--- src/rtl/alu_bitserial_seq.sv ---
// Bit-serial ALU sequencer: one 1-bit slice is stepped across a WIDTH-bit operand
// pair LSB first, with the add and subtract carry chains held in flip-flops.
module alu_bitserial_seq #(
    parameter int WIDTH = 64
) (
    input  logic             clk,
    input  logic             reset,
    input  logic             start,
    input  logic [2:0]       control,
    input  logic [WIDTH-1:0] a,
    input  logic [WIDTH-1:0] b,
    output logic             busy,
    output logic             done,
    output logic             err,
    output logic [WIDTH-1:0] result,
    output logic             zero,
    output logic             negative,
    output logic             overflow,
    output logic             carry_out
);

    localparam int CW = (WIDTH > 1) ? $clog2(WIDTH) : 1;
    localparam logic [CW-1:0] LAST_BIT = CW'(WIDTH - 1);

    localparam logic [2:0] OP_PASS = 3'b000;
    localparam logic [2:0] OP_ADD  = 3'b010;
    localparam logic [2:0] OP_SUB  = 3'b011;
    localparam logic [2:0] OP_AND  = 3'b100;
    localparam logic [2:0] OP_OR   = 3'b101;
    localparam logic [2:0] OP_XOR  = 3'b110;

    typedef enum logic [1:0] {
        S_IDLE = 2'b00,
        S_RUN  = 2'b01,
        S_DONE = 2'b10
    } state_t;

    state_t           state_q;
    logic [WIDTH-1:0] a_sr_q;
    logic [WIDTH-1:0] b_sr_q;
    logic [WIDTH-1:0] res_sr_q;
    logic [2:0]       op_q;
    logic [CW-1:0]    cnt_q;
    logic             carry0_q;
    logic             carry1_q;

    logic             slice_bit_d;
    logic             slice_c0_d;
    logic             slice_c1_d;
    logic             b_inv_d;
    logic             arith_d;
    logic             msb_cin_d;
    logic             msb_cout_d;
    logic [WIDTH-1:0] res_next_d;

    function automatic logic op_legal(input logic [2:0] op);
        logic ok;
        case (op)
            OP_PASS, OP_ADD, OP_SUB, OP_AND, OP_OR, OP_XOR: ok = 1'b1;
            default:                                        ok = 1'b0;
        endcase
        return ok;
    endfunction

    // 1-bit ALU slice; chain 0 computes a+b, chain 1 computes a+~b+1
    always_comb begin
        b_inv_d     = ~b_sr_q[0];
        slice_c0_d  = (a_sr_q[0] & b_sr_q[0]) | (a_sr_q[0] & carry0_q) | (b_sr_q[0] & carry0_q);
        slice_c1_d  = (a_sr_q[0] & b_inv_d) | (a_sr_q[0] & carry1_q) | (b_inv_d & carry1_q);
        slice_bit_d = 1'b0;
        case (op_q)
            OP_PASS: slice_bit_d = b_sr_q[0];
            OP_ADD:  slice_bit_d = a_sr_q[0] ^ b_sr_q[0] ^ carry0_q;
            OP_SUB:  slice_bit_d = a_sr_q[0] ^ b_inv_d ^ carry1_q;
            OP_AND:  slice_bit_d = a_sr_q[0] & b_sr_q[0];
            OP_OR:   slice_bit_d = a_sr_q[0] | b_sr_q[0];
            OP_XOR:  slice_bit_d = a_sr_q[0] ^ b_sr_q[0];
            default: slice_bit_d = 1'b0;
        endcase
        res_next_d = {slice_bit_d, res_sr_q[WIDTH-1:1]};
    end

    // MSB carry-in/out of whichever chain the latched opcode uses
    always_comb begin
        arith_d    = 1'b0;
        msb_cin_d  = 1'b0;
        msb_cout_d = 1'b0;
        case (op_q)
            OP_ADD: begin
                arith_d    = 1'b1;
                msb_cin_d  = carry0_q;
                msb_cout_d = slice_c0_d;
            end
            OP_SUB: begin
                arith_d    = 1'b1;
                msb_cin_d  = carry1_q;
                msb_cout_d = slice_c1_d;
            end
            default: begin
                arith_d    = 1'b0;
                msb_cin_d  = 1'b0;
                msb_cout_d = 1'b0;
            end
        endcase
    end

    // Sequencer FSM with registered handshake, result and flag outputs
    always_ff @(posedge clk or posedge reset) begin
        if (reset) begin
            state_q   <= S_IDLE;
            a_sr_q    <= '0;
            b_sr_q    <= '0;
            res_sr_q  <= '0;
            op_q      <= 3'b000;
            cnt_q     <= '0;
            carry0_q  <= 1'b0;
            carry1_q  <= 1'b1;
            busy      <= 1'b0;
            done      <= 1'b0;
            err       <= 1'b0;
            result    <= '0;
            zero      <= 1'b0;
            negative  <= 1'b0;
            overflow  <= 1'b0;
            carry_out <= 1'b0;
        end else begin
            case (state_q)
                S_IDLE: begin
                    done <= 1'b0;
                    if (start) begin
                        result    <= '0;
                        zero      <= 1'b0;
                        negative  <= 1'b0;
                        overflow  <= 1'b0;
                        carry_out <= 1'b0;
                        if (op_legal(control)) begin
                            a_sr_q   <= a;
                            b_sr_q   <= b;
                            op_q     <= control;
                            res_sr_q <= '0;
                            cnt_q    <= '0;
                            carry0_q <= 1'b0;
                            carry1_q <= 1'b1;
                            err      <= 1'b0;
                            busy     <= 1'b1;
                            state_q  <= S_RUN;
                        end else begin
                            err     <= 1'b1;
                            done    <= 1'b1;
                            state_q <= S_DONE;
                        end
                    end
                end
                S_RUN: begin
                    a_sr_q   <= {1'b0, a_sr_q[WIDTH-1:1]};
                    b_sr_q   <= {1'b0, b_sr_q[WIDTH-1:1]};
                    res_sr_q <= res_next_d;
                    carry0_q <= slice_c0_d;
                    carry1_q <= slice_c1_d;
                    cnt_q    <= cnt_q + CW'(1);
                    if (cnt_q == LAST_BIT) begin
                        busy      <= 1'b0;
                        done      <= 1'b1;
                        result    <= res_next_d;
                        zero      <= (res_next_d == '0);
                        negative  <= res_next_d[WIDTH-1];
                        overflow  <= arith_d & (msb_cin_d ^ msb_cout_d);
                        carry_out <= arith_d & msb_cout_d;
                        state_q   <= S_DONE;
                    end
                end
                S_DONE: begin
                    done    <= 1'b0;
                    state_q <= S_IDLE;
                end
                default: begin
                    busy    <= 1'b0;
                    done    <= 1'b0;
                    state_q <= S_IDLE;
                end
            endcase
        end
    end

endmodule

--- config.mk ---
export PLATFORM = sky130hd
export DESIGN_NAME = alu_bitserial_seq
export DESIGN_NICKNAME = d
export VERILOG_FILES = /design/src/rtl/alu_bitserial_seq.sv
export SDC_FILE = /design/constraint.sdc
export NUM_CORES = 1
export LEC_CHECK = 0
export ABC_CLOCK_PERIOD_IN_PS = 13900
export CORE_ASPECT_RATIO = 0.5
export CORE_MARGIN = 2
export CORE_UTILIZATION = 35
export CTS_CLUSTER_SIZE = 20
export DETAILED_ROUTE_END_ITERATION = 16
export DONT_BUFFER_PORTS = 1
export GPL_TIMING_DRIVEN = 0
export PLACE_DENSITY = 0.53
export SYNTH_ARGS = -nofsm -noshare
export SYNTH_HDL_FRONTEND = slang
export SYNTH_SLANG_ARGS = --single-unit
--- constraint.sdc ---
create_clock -name clk -period 13.9 [get_ports clk]
set_clock_uncertainty 0.05 [all_clocks]
set_input_delay 3.475 -clock clk [delete_from_list [all_inputs] [get_ports clk]]
set_output_delay 3.475 -clock clk [all_outputs]
set_load 0.05 [all_outputs]
==> results.py <==
metrics = {
    "setup_path": {
        "start_kind": "flip-flop",
        "crit_family": "flip-flops",
        "max_stage_delay_ns": 0.67,
        "end_kind": "output port",
        "crit_buf_inv": 1,
        "crit_path_cell_trace": "buf_4",
        "cp_data_arrival_time_ns": 1.50,
        "worstPathRequired_ns": 10.38,
        "cp_max_fo": 3,
        "path_class": "reg2out",
        "cpMaxStageDelayCell": "dfrtp_1",
    },
    "synth": {
        "synth_top_family_by_area": "simple AND/OR/NAND/NOR gates",
        "synth-simple-area-share_pct": 23.47,
        "avgSynthCellArea_um2": 8.917,
        "syn_area_um2": 11450,
        "synth_compound_area_share_pct": 11.70,
        "ys_ff_latch": 274,
        "synthXorXnorAreaFrac_pct": 0.3060,
        "syn-instance-count": 1284,
        "syn_nets": 1423,
        "synth_fa_ha_area_share_pct": 0.6775,
        "muxShareOfSynthArea_pct": 0.3934,
        "seq_area_frac_synth_pct": 59.90,
        "synth_cell_type_count": 47,
        "ys_warn_count": 0,
    },
    "power_and_ir_drop": {
        "power.leakage_nw": 6.046,
        "powerDensity_nw_per_um2": 268.9,
        "peakVddDrop_v": 0.00009726,
        "pwr-share-comb_pct": 29.8,
        "switchingPower_mw": 1.526,
        "switching_share_pct": 43.89,
        "clkPwrFrac_pct": 21.1,
        "power.total_mw": 3.478,
        "seqPwrFrac_pct": 49.2,
        "intPower_mw": 1.951,
    },
    "global_routing": {
        "grt_pass1_wl_um": 48160,
        "grt_use_total_pct": 17.33,
        "grt_max_degree": 110,
        "grt_pass1_vias": 8716,
        "antenna_found_initial": 0,
        "gr-total-overflow": 0,
    },
    "sta": {
        "finalHoldViolCount": 0,
        "worstMarginPinSlew_ns": 0.7266,
        "rsz0062_at_grt": "false",
        "fmax_ghz": 0.1990,
        "relSlewSlack_pct": 51.14,
        "period_share_pct": 36.15,
        "min_period_ns": 5.025,
        "setup_viol": 0,
        "finalMaxSlewViolations": 0,
    },
    "placed_design": {
        "place_hpwl_um": 21460,
        "post_dp_cell_area_um2": 12050,
        "io_buffer_count": 0,
        "dpl.cell_count": 1718,
        "routabilityCongestion": 0.8147,
    },
    "drt": {
        "wire_per_inst_um": 16.78,
        "met1_length_um": 13220,
        "drt_wl_total_um": 29660,
        "ant_nets": 0,
        "top_layer_used": "met4",
        "dr.pass1.iters": 5,
        "wl_met3_um": 1513,
        "vias": 8955,
        "drc_errors": 0,
        "via_per_inst": 5.065,
        "drt_iter0_markers": 626,
        "wl_met2_um": 14450,
    },
    "clock_tree": {
        "cts_sinks": 274,
        "cts_resized": 0,
        "path_clk_slew_ns": 0.07,
        "cts_root_buf": "clkbuf_16",
        "numCtsBuffers": 27,
        "cts_tree": "yes",
        "ctsHoldBuffers": 0,
        "clock_latency_ns": 0.54,
        "postCtsSetupBuffers": 0,
        "htree_levels": 1,
        "clk_path_buf_depth": 3,
    },
    "final_layout": {
        "synthToLayoutAreaGrowth_pct": 12.94,
        "final_util_pct": 40.48,
        "drive_gt1_share_pct": 6.437,
        "design_area_um2": 12930,
        "final_cells": 1768,
        "nets": 1454,
        "diodes": 0,
    },
    "die": {
        "fp.coreArea_um2": 31940,
        "num_rows": 46,
        "fp.dieH_um": 131.9,
        "initial_core_util_pct": 35.84,
        "die_w_um": 259.8,
        "top_level_ports": 205,
        "die-area_um2": 34260,
    },
    "job": {
        "drv_cap": 0,
    },
    "worst_hold_path": {
        "min_path_type": "reg2reg",
    },
    "run_status": {
        "status": "complete, no violations",
    },
}
==> placed cells by master, fill, tap and decap left out, types with 12 or more instances in the layout <==
master and instances:
clkbuf_1 54, clkbuf_16 27, nand2_1 512, dfrtp_1 273, buf_2 25, o21ai_0 24
a31oi_1 126, nor2_1 132, o21ai_1 42, nor4_1 12
==> cell type report <==
class | instances | area, um2
clock inverters | 15 | 142.6
fillers | 3159 | 19010
multi-input cells | 915 | 4185
plain buffers | 89 | 384.1
flip-flops and latches | 274 | 6858
clock buffers | 35 | 735.7
well taps | 432 | 540.5
inverters | 6 | 30.03
repair buffers | 2 | 55.05
==> registers in the layout, summed over array words and instances (netlist names) <==
signal and cells:
carry_out 1, carry0_q 1, result 64, carry1_q 1
overflow 1, res_sr_q 63, a_sr_q 64, cnt_q 6
b_sr_q 64, err 1, done 1, zero 1
op_q 3, busy 1, state_q 2
==> cells in the mapped netlist, drive strengths merged <==
master / number / share of area, %
mux2: 2 / 0.20
buf: 40 / 1.7
dfstp: 1 / 0.23
nor4b: 1 / 0.13
and3: 1 / 0.055
ha: 3 / 0.33
a211oi: 1 / 0.066
o22ai: 1 / 0.055
fa: 2 / 0.35
nor2: 132 / 4.3
mux4: 1 / 0.20
nor4: 14 / 0.95
a21o: 2 / 0.13
nand3: 5 / 0.22
nor2b: 2 / 0.11
a31oi: 126 / 6.9
a311oi: 1 / 0.077
a31o: 1 / 0.077
or3: 1 / 0.055
and4b: 1 / 0.098
dfrtp: 273 / 60
and2: 1 / 0.055
inv: 6 / 0.20
o21ai: 66 / 2.9
o21bai: 2 / 0.13
o21a: 1 / 0.066
o221ai: 1 / 0.077
or4: 2 / 0.13
a21boi: 1 / 0.16
a22o: 4 / 0.31
nand4: 5 / 0.27
a21oi: 7 / 0.31
o22a: 2 / 0.15
o31ai: 5 / 0.33
nand2b: 3 / 0.16
xnor2: 2 / 0.15
xor2: 2 / 0.15
nand2: 512 / 17
or3b: 1 / 0.077
clkbuf: 49 / 1.6
nor3: 1 / 0.044
==> path summary, 6_finish.rpt <==
kind,from,endpoint,slack (ns),cells after the start
min in group asynchronous,reset,a_sr_q[48],2.84,1
hold / removal,res_sr_q[13],res_sr_q[13],0.46,2
setup / recovery,result[63],result[63],8.88,1
setup reg to reg,a_sr_q[0],result[63],11.65,6
max in group asynchronous,reset,result[60],10.01,2
hold reg to reg,res_sr_q[13],res_sr_q[13],0.46,2
==> cell families (layout without fill, tap and decap cells) <==
logic type / Yosys count / in the layout
multiplexers: 3 / 3
buffers and inverters: 95 / 147
flip-flops: 274 / 274
AND/OR/NAND/NOR: 682 / 682
AO/OA/AOI/OAI: 221 / 221
adder cells (fa/ha/maj): 5 / 5
XOR/XNOR: 4 / 4
==> power by group through the flow <==
| stage | clock, mW | sequential [mW] | combinational [mW] |
|---|---|---|---|
| floorplan | 0 | 1.64 | 0.797 |
| global placement | 0 | 1.72 | 1.02 |
| detailed placement | 0 | 1.73 | 1.06 |
| CTS | 0.757 | 1.71 | 1.06 |
| global route | 0.793 | 1.76 | 1.19 |
| finish | 0.732 | 1.71 | 1.04 |
==> per-layer routing <==
metal  global-route usage (%)  up-vias
met5                        0        -
met4                    3.289        0
met3                    3.672       36
met2                    28.81      165
met1                    23.52     4424
li1                         -     4330
==> through the flow <==
step | setup WS (ns) | setup TNS, ns | hold slack (ns)
floorplan | 2.825 | 0 | 0.4182
global placement | -0.1476 | -35.27 | 0.4338
detailed placement | 8.634 | 0 | 0.4378
CTS | 8.811 | 0 | 0.4555
global route | 8.809 | 0 | 0.4755
finish | 8.875 | 0 | 0.4577
No activity file was read; power rests on OpenSTA's default activity.
